--- src/rtl/cam_pkg.sv ---
// cam_pkg: shared constants, B2 field positions and FSM states for cam_decode.
package cam_pkg;
    localparam logic [9:0] NO_BLOB    = 10'd1023;
    localparam logic [3:0] NO_SIZE    = 4'd15;
    localparam int         BLOB_BYTES = 3;
    localparam int         Y_HI_LSB   = 6;
    localparam int         X_HI_LSB   = 4;
    localparam int         S_LSB      = 0;
    typedef enum logic [2:0] {IDLE, HEADER, BYTE0, BYTE1, BYTE2} state_e;
endpackage

--- src/rtl/cam_decode.sv ---
// cam_decode: parses IR camera extended-mode reports into committed 10-bit blob coordinates.
// Ports: clk/reset (sync, active-high); frame_start pulse opens a report; data_in/data_valid
// byte stream; x_out/y_out/size_out hold blob BLOB_SEL of the last complete report;
// update pulses when they are rewritten; drop_count saturates at 255 aborted reports.
module cam_decode
    import cam_pkg::*;
#(
    parameter int NUM_BLOBS    = 4,
    parameter int HEADER_BYTES = 1,
    parameter int BLOB_SEL     = 0
) (
    input  logic       clk,
    input  logic       reset,
    input  logic       frame_start,
    input  logic [7:0] data_in,
    input  logic       data_valid,
    output logic [9:0] x_out,
    output logic [9:0] y_out,
    output logic [3:0] size_out,
    output logic       update,
    output logic [7:0] drop_count
);
    localparam int HW = HEADER_BYTES > 1 ? $clog2(HEADER_BYTES) : 1;
    localparam int BW = NUM_BLOBS > 1 ? $clog2(NUM_BLOBS) : 1;

    state_e        state_q, state_d, es;
    logic [HW-1:0] hdr_q, hdr_d, hc;
    logic [BW-1:0] idx_q, idx_d, bi;
    logic [7:0]    b0_q, b0_d, b1_q, b1_d;
    logic [9:0]    sx_q, sx_d, sy_q, sy_d, x_q, x_d, y_q, y_d;
    logic [3:0]    ss_q, ss_d, s_q, s_d;
    logic [7:0]    drop_q, drop_d;
    logic          upd_q, commit;

    assign x_out      = x_q;
    assign y_out      = y_q;
    assign size_out   = s_q;
    assign update     = upd_q;
    assign drop_count = drop_q;

    always_comb begin
        // A restart is applied before byte handling so a coincident byte lands in the new report.
        es      = frame_start ? (HEADER_BYTES == 0 ? BYTE0 : HEADER) : state_q;
        hc      = frame_start ? '0 : hdr_q;
        bi      = frame_start ? '0 : idx_q;
        drop_d  = (frame_start && state_q != IDLE && drop_q != 8'hFF) ? drop_q + 8'd1 : drop_q;
        state_d = es;
        hdr_d   = hc;
        idx_d   = bi;
        b0_d    = b0_q;
        b1_d    = b1_q;
        sx_d    = sx_q;
        sy_d    = sy_q;
        ss_d    = ss_q;
        commit  = 1'b0;
        if (data_valid) begin
            case (es)
                HEADER: begin
                    state_d = (hc == HW'(HEADER_BYTES - 1)) ? BYTE0 : HEADER;
                    hdr_d   = hc + 1'b1;
                end
                BYTE0: begin
                    b0_d    = data_in;
                    state_d = BYTE1;
                end
                BYTE1: begin
                    b1_d    = data_in;
                    state_d = BYTE2;
                end
                BYTE2: begin
                    if (bi == BW'(BLOB_SEL)) begin
                        sx_d = {data_in[X_HI_LSB +: 2], b0_q};
                        sy_d = {data_in[Y_HI_LSB +: 2], b1_q};
                        ss_d = data_in[S_LSB +: 4];
                    end
                    commit  = (bi == BW'(NUM_BLOBS - 1));
                    state_d = commit ? IDLE : BYTE0;
                    idx_d   = bi + 1'b1;
                end
                default: ;
            endcase
        end
        // Commit from the next shadow so the selected blob may also be the last one.
        x_d = commit ? sx_d : x_q;
        y_d = commit ? sy_d : y_q;
        s_d = commit ? ss_d : s_q;
    end

    always_ff @(posedge clk) begin
        if (reset) begin
            state_q <= IDLE;
            hdr_q   <= '0;
            idx_q   <= '0;
            b0_q    <= '0;
            b1_q    <= '0;
            sx_q    <= NO_BLOB;
            sy_q    <= NO_BLOB;
            ss_q    <= NO_SIZE;
            x_q     <= NO_BLOB;
            y_q     <= NO_BLOB;
            s_q     <= NO_SIZE;
            upd_q   <= 1'b0;
            drop_q  <= '0;
        end else begin
            state_q <= state_d;
            hdr_q   <= hdr_d;
            idx_q   <= idx_d;
            b0_q    <= b0_d;
            b1_q    <= b1_d;
            sx_q    <= sx_d;
            sy_q    <= sy_d;
            ss_q    <= ss_d;
            x_q     <= x_d;
            y_q     <= y_d;
            s_q     <= s_d;
            upd_q   <= commit;
            drop_q  <= drop_d;
        end
    end
endmodule

--- config.mk ---
export PLATFORM = sky130hd
export DESIGN_NAME = cam_decode
export DESIGN_NICKNAME = d
export VERILOG_FILES = /design/src/rtl/cam_pkg.sv /design/src/rtl/cam_decode.sv
export SDC_FILE = /design/constraint.sdc
export NUM_CORES = 1
export LEC_CHECK = 0
export ABC_AREA = 1
export ABC_CLOCK_PERIOD_IN_PS = 3890
export CORE_MARGIN = 2
export CORE_UTILIZATION = 55
export DETAILED_ROUTE_END_ITERATION = 8
export GPL_TIMING_DRIVEN = 0
export PLACE_DENSITY = 0.81
export SKIP_CTS_REPAIR_TIMING = 1
export SLEW_MARGIN = 10
export SYNTH_ARGS = -nofsm -noshare
export SYNTH_HDL_FRONTEND = slang
export SYNTH_SLANG_ARGS = --single-unit
export TNS_END_PERCENT = 50
--- constraint.sdc ---
create_clock -name clk -period 3.89 [get_ports clk]
set_input_delay 0.389 -clock clk [delete_from_list [all_inputs] [get_ports clk]]
set_output_delay 0.389 -clock clk [all_outputs]
set_load 0.005 [all_outputs]
==> run_results.csv <==
group,metric,value,unit
clock_tree,cts_made_buffers,9,
setup_path,arrival,2.47,ns
cells_and_area,fin_area,4170,um^2
floorplanning,core-area,5960,um^2
setup_path,timing.rr.end,"x_out[7]",
sta,min_period_over_period,0.571,
clock_tree,cts_tree,"yes",
route,wl,8030,um
setup_path,cp-endpoint,"x_out[7]",
flow_run,cap_violations,0,
sta,finalCriticalPeriod,2.22,ns
route,via_per_inst,5.19,
sta,fin_worst_skew,0.00654,ns
floorplanning,ios,45,
global_route,grt-ovfl-total,0,
clock_tree,cts_sinks,79,
yosys,synth_edf_count,0,
cells_and_area,nets,540,
yosys,yosys_register_bits,79,
min_path,hold_depth,2,
min_path,min_path_type,"in -> reg",
clock_tree,clock_latency,0.35,ns
yosys,synth_top_cells_by_count,"nand2_1 (137), dfxtp_1 (79), inv_1 (51), a21oi_1 (41)",
yosys,yosysMostFrequentCell,"nand2_1",
route,num_vias,3128,
floorplanning,die_h,82.5,um
sta,finalSetupViolations,0,
cells_and_area,regArea,1580,um^2
power_and_ir_drop,p_comb_frac,0.050,
setup_path,startpoint_type,"input pin",
cells_and_area,stdcell_count,603,
setup_path,cp_max_fo,10,
global_route,antenna_found_initial,0,
setup_path,regToRegStartpoint,"idx_q[1]",
yosys,syn_nets,486,
power_and_ir_drop,powerDensity,401,nW/um^2
route,avgRoutedWirePerCell,13.3,um
clock_tree,cts_buffer_depth,2,
yosys,yosysWarnings,0,
setup_path,critPathBufInv,4,
cells_and_area,antenna_cells,0,
yosys,avgSynthCellArea,7.23,um^2
setup_path,end_kind,"flop",
place,placed_cells,587,
floorplanning,start_util,0.569,
route,first_pass_iters,5,
place,dp_hpwl,5380,um
power_and_ir_drop,power.internal,1300,uW
global_route,grt_max_degree,15,
yosys,ys_types,27,
sta,hold_viol,0,
place,placed_area,3920,um^2
setup_path,reg2reg_slack,2.08,ns
global_route,grt_pass1_wl,13300,um
sta,slew_violations,0,
yosys,synth_top_area_frac,0.466,
power_and_ir_drop,power_leakage,0.00191,uW
floorplanning,dieArea,6810,um^2
power_and_ir_drop,clockPowerShare,0.458,
sta,max_freq,451,MHz
yosys,syn_area,3390,um^2
clock_tree,htreeDepth,3,
setup_path,critPathLaunch,"frame_start",
status,status,"completed",
clock_tree,clockRootBuffer,"clkbuf_8",
place,place_congestion,0.817,
yosys,async_flop_share,0,
sta,slew_headroom,0.612,
cells_and_area,fillers,505,
clock_tree,path_clk_slew,0.08,ns
setup_path,crit_type,"in -> reg",
floorplanning,die_w,82.5,um
sta,rsz0062_at_grt,"no",
global_route,grt_pass1_vias,2979,
power_and_ir_drop,p_switching,377,uW
setup_path,critPathMaxStageDelay,0.61,ns
yosys,yosysSeqAreaShare,0.466,
yosys,ys_top_cells_by_area,"dfxtp_1 (47%), nand2_1 (15%), a21oi_1 (6.1%), nand3_1 (5.9%), inv_1 (5.6%)",
floorplanning,row_count,28,
cells_and_area,multi_input_area,1480,um^2
place,portBuffers,43,
power_and_ir_drop,seqPwrFrac,0.492,
route,drc,0,
route,drtIter0Drc,185,
power_and_ir_drop,swShare,0.226,
setup_path,critPathTopFamily,"buffers and inverters",
setup_path,required,4.14,ns
sta,setup_tns,0,ns
yosys,synth_top_cell_by_area,"dfxtp_1",
setup_path,r2r_cells,10,
cells_and_area,syn_to_final_growth,23.0,%
cells_and_area,drive_gt1_frac,0.0682,
setup_path,path_depth,9,
setup_path,slowest_stage,"clkdlybuf4s50_1",
route,antenna_left,0,
power_and_ir_drop,ir_drop,340,uV
yosys,syn_inst,469,
global_route,grt_usage,0.259,
sta,worst_slew_pin_slew,0.583,ns
yosys,synth_flop_cell,"dfxtp_1",
setup_path,path_cells,"clkdlybuf4s50_1 > inv_2 > nand2_1 > ha_1 > buf_1 > clkbuf_1 > nand3_1 > nand3_1 > nand2_1",
-- how the worst min path moves through the flow --
stage	from	endpoint
3_5_place_dp	b0_q[3]	b0_q[3]
3_3_place_gp	b0_q[1]	b0_q[1]
5_1_grt	reset	hdr_q
6_report	reset	hdr_q
2_1_floorplan	b0_q[5]	b0_q[5]
4_1_cts	reset	hdr_q
-- layout make-up --
cell class / count / share of cell area
tap: 75 / 0.0225
clock buffer: 10 / 0.0330
multi-input combinational: 314 / 0.355
timing repair buffer: 43 / 0.103
clock inverter: 6 / 0.0279
inverter: 55 / 0.0498
sequential: 79 / 0.379
buffer: 21 / 0.0291
-- stage by stage --
step / power (uW) / hold slack, ns / worst slack [ns] / util
floorplan: 889 / 0.430 / 2.36 / -
global placement: 921 / 0.445 / 1.39 / 0.657
detailed placement: 924 / 0.450 / 1.35 / 0.657
CTS: 1680 / 0.387 / 1.70 / 0.700
global route: 1740 / 0.413 / 1.48 / 0.700
finish: 1670 / 0.391 / 1.67 / 0.700
-- placed cells by master, fill, tap and decap left out, types with 5 or more instances in the layout --
master	netlist	routed
a21oi_1	41	41
nand2_1	137	137
inv_1	51	51
clkdlybuf4s50_1	0	43
o21ai_0	19	19
ha_1	5	5
nand3_1	40	40
clkbuf_1	8	8
nor2_1	40	40
nand3b_1	17	17
dfxtp_1	79	79
clkbuf_8	0	10
-- routing by layer --
metal	vias to the layer above	global-route usage	share of wire	routed length, um
met5	-	0	0	0
met3	13	0.0435	0.058	469
li1	1590	-	-	-
met1	1422	0.344	0.45	3620
met2	103	0.419	0.47	3800
met4	0	0.108	0.018	141
-- power groups by stage --
stage	combinational [uW]	clock [uW]	sequential [uW]
detailed placement	82.1	0	842
finish	84.1	766	823
CTS	83.3	771	823
floorplan	48.0	0	841
global placement	79.6	0	841
global route	94.5	816	825
-- state kept, by name, indices dropped and copies added, names as in the netlist --
| register | flops |
|---|---|
| state_q | 3 |
| update | 1 |
| sy_q | 10 |
| b0_q | 8 |
| size_out | 4 |
| idx_q | 2 |
| sx_q | 10 |
| b1_q | 8 |
| ss_q | 4 |
| drop_count | 8 |
| x_out | 10 |
| y_out | 10 |
| hdr_q | 1 |
-- worst reg2reg max path, cell delays in order (launching register included) --
cell     delay [ns]
dfxtp_1        0.32
inv_1          0.04
nor2_1         0.13
inv_1          0.08
ha_1           0.17
buf_1          0.19
nand3_2        0.19
buf_2          0.29
nand2_1        0.13
nand3_1        0.12
nand2_1        0.05
-- kinds of logic after synthesis --
| kind of cell | Yosys count | synth area share |
|---|---|---|
| AND/OR/NAND/NOR | 244 | 0.317 |
| flip-flops | 79 | 0.466 |
| buffers and inverters | 76 | 0.0970 |
| AO/OA/AOI/OAI | 62 | 0.0930 |
| adder cells (fa/ha/maj) | 5 | 0.0185 |
| XOR/XNOR | 3 | 0.00775 |
No activity file was read; power rests on OpenSTA's default activity.
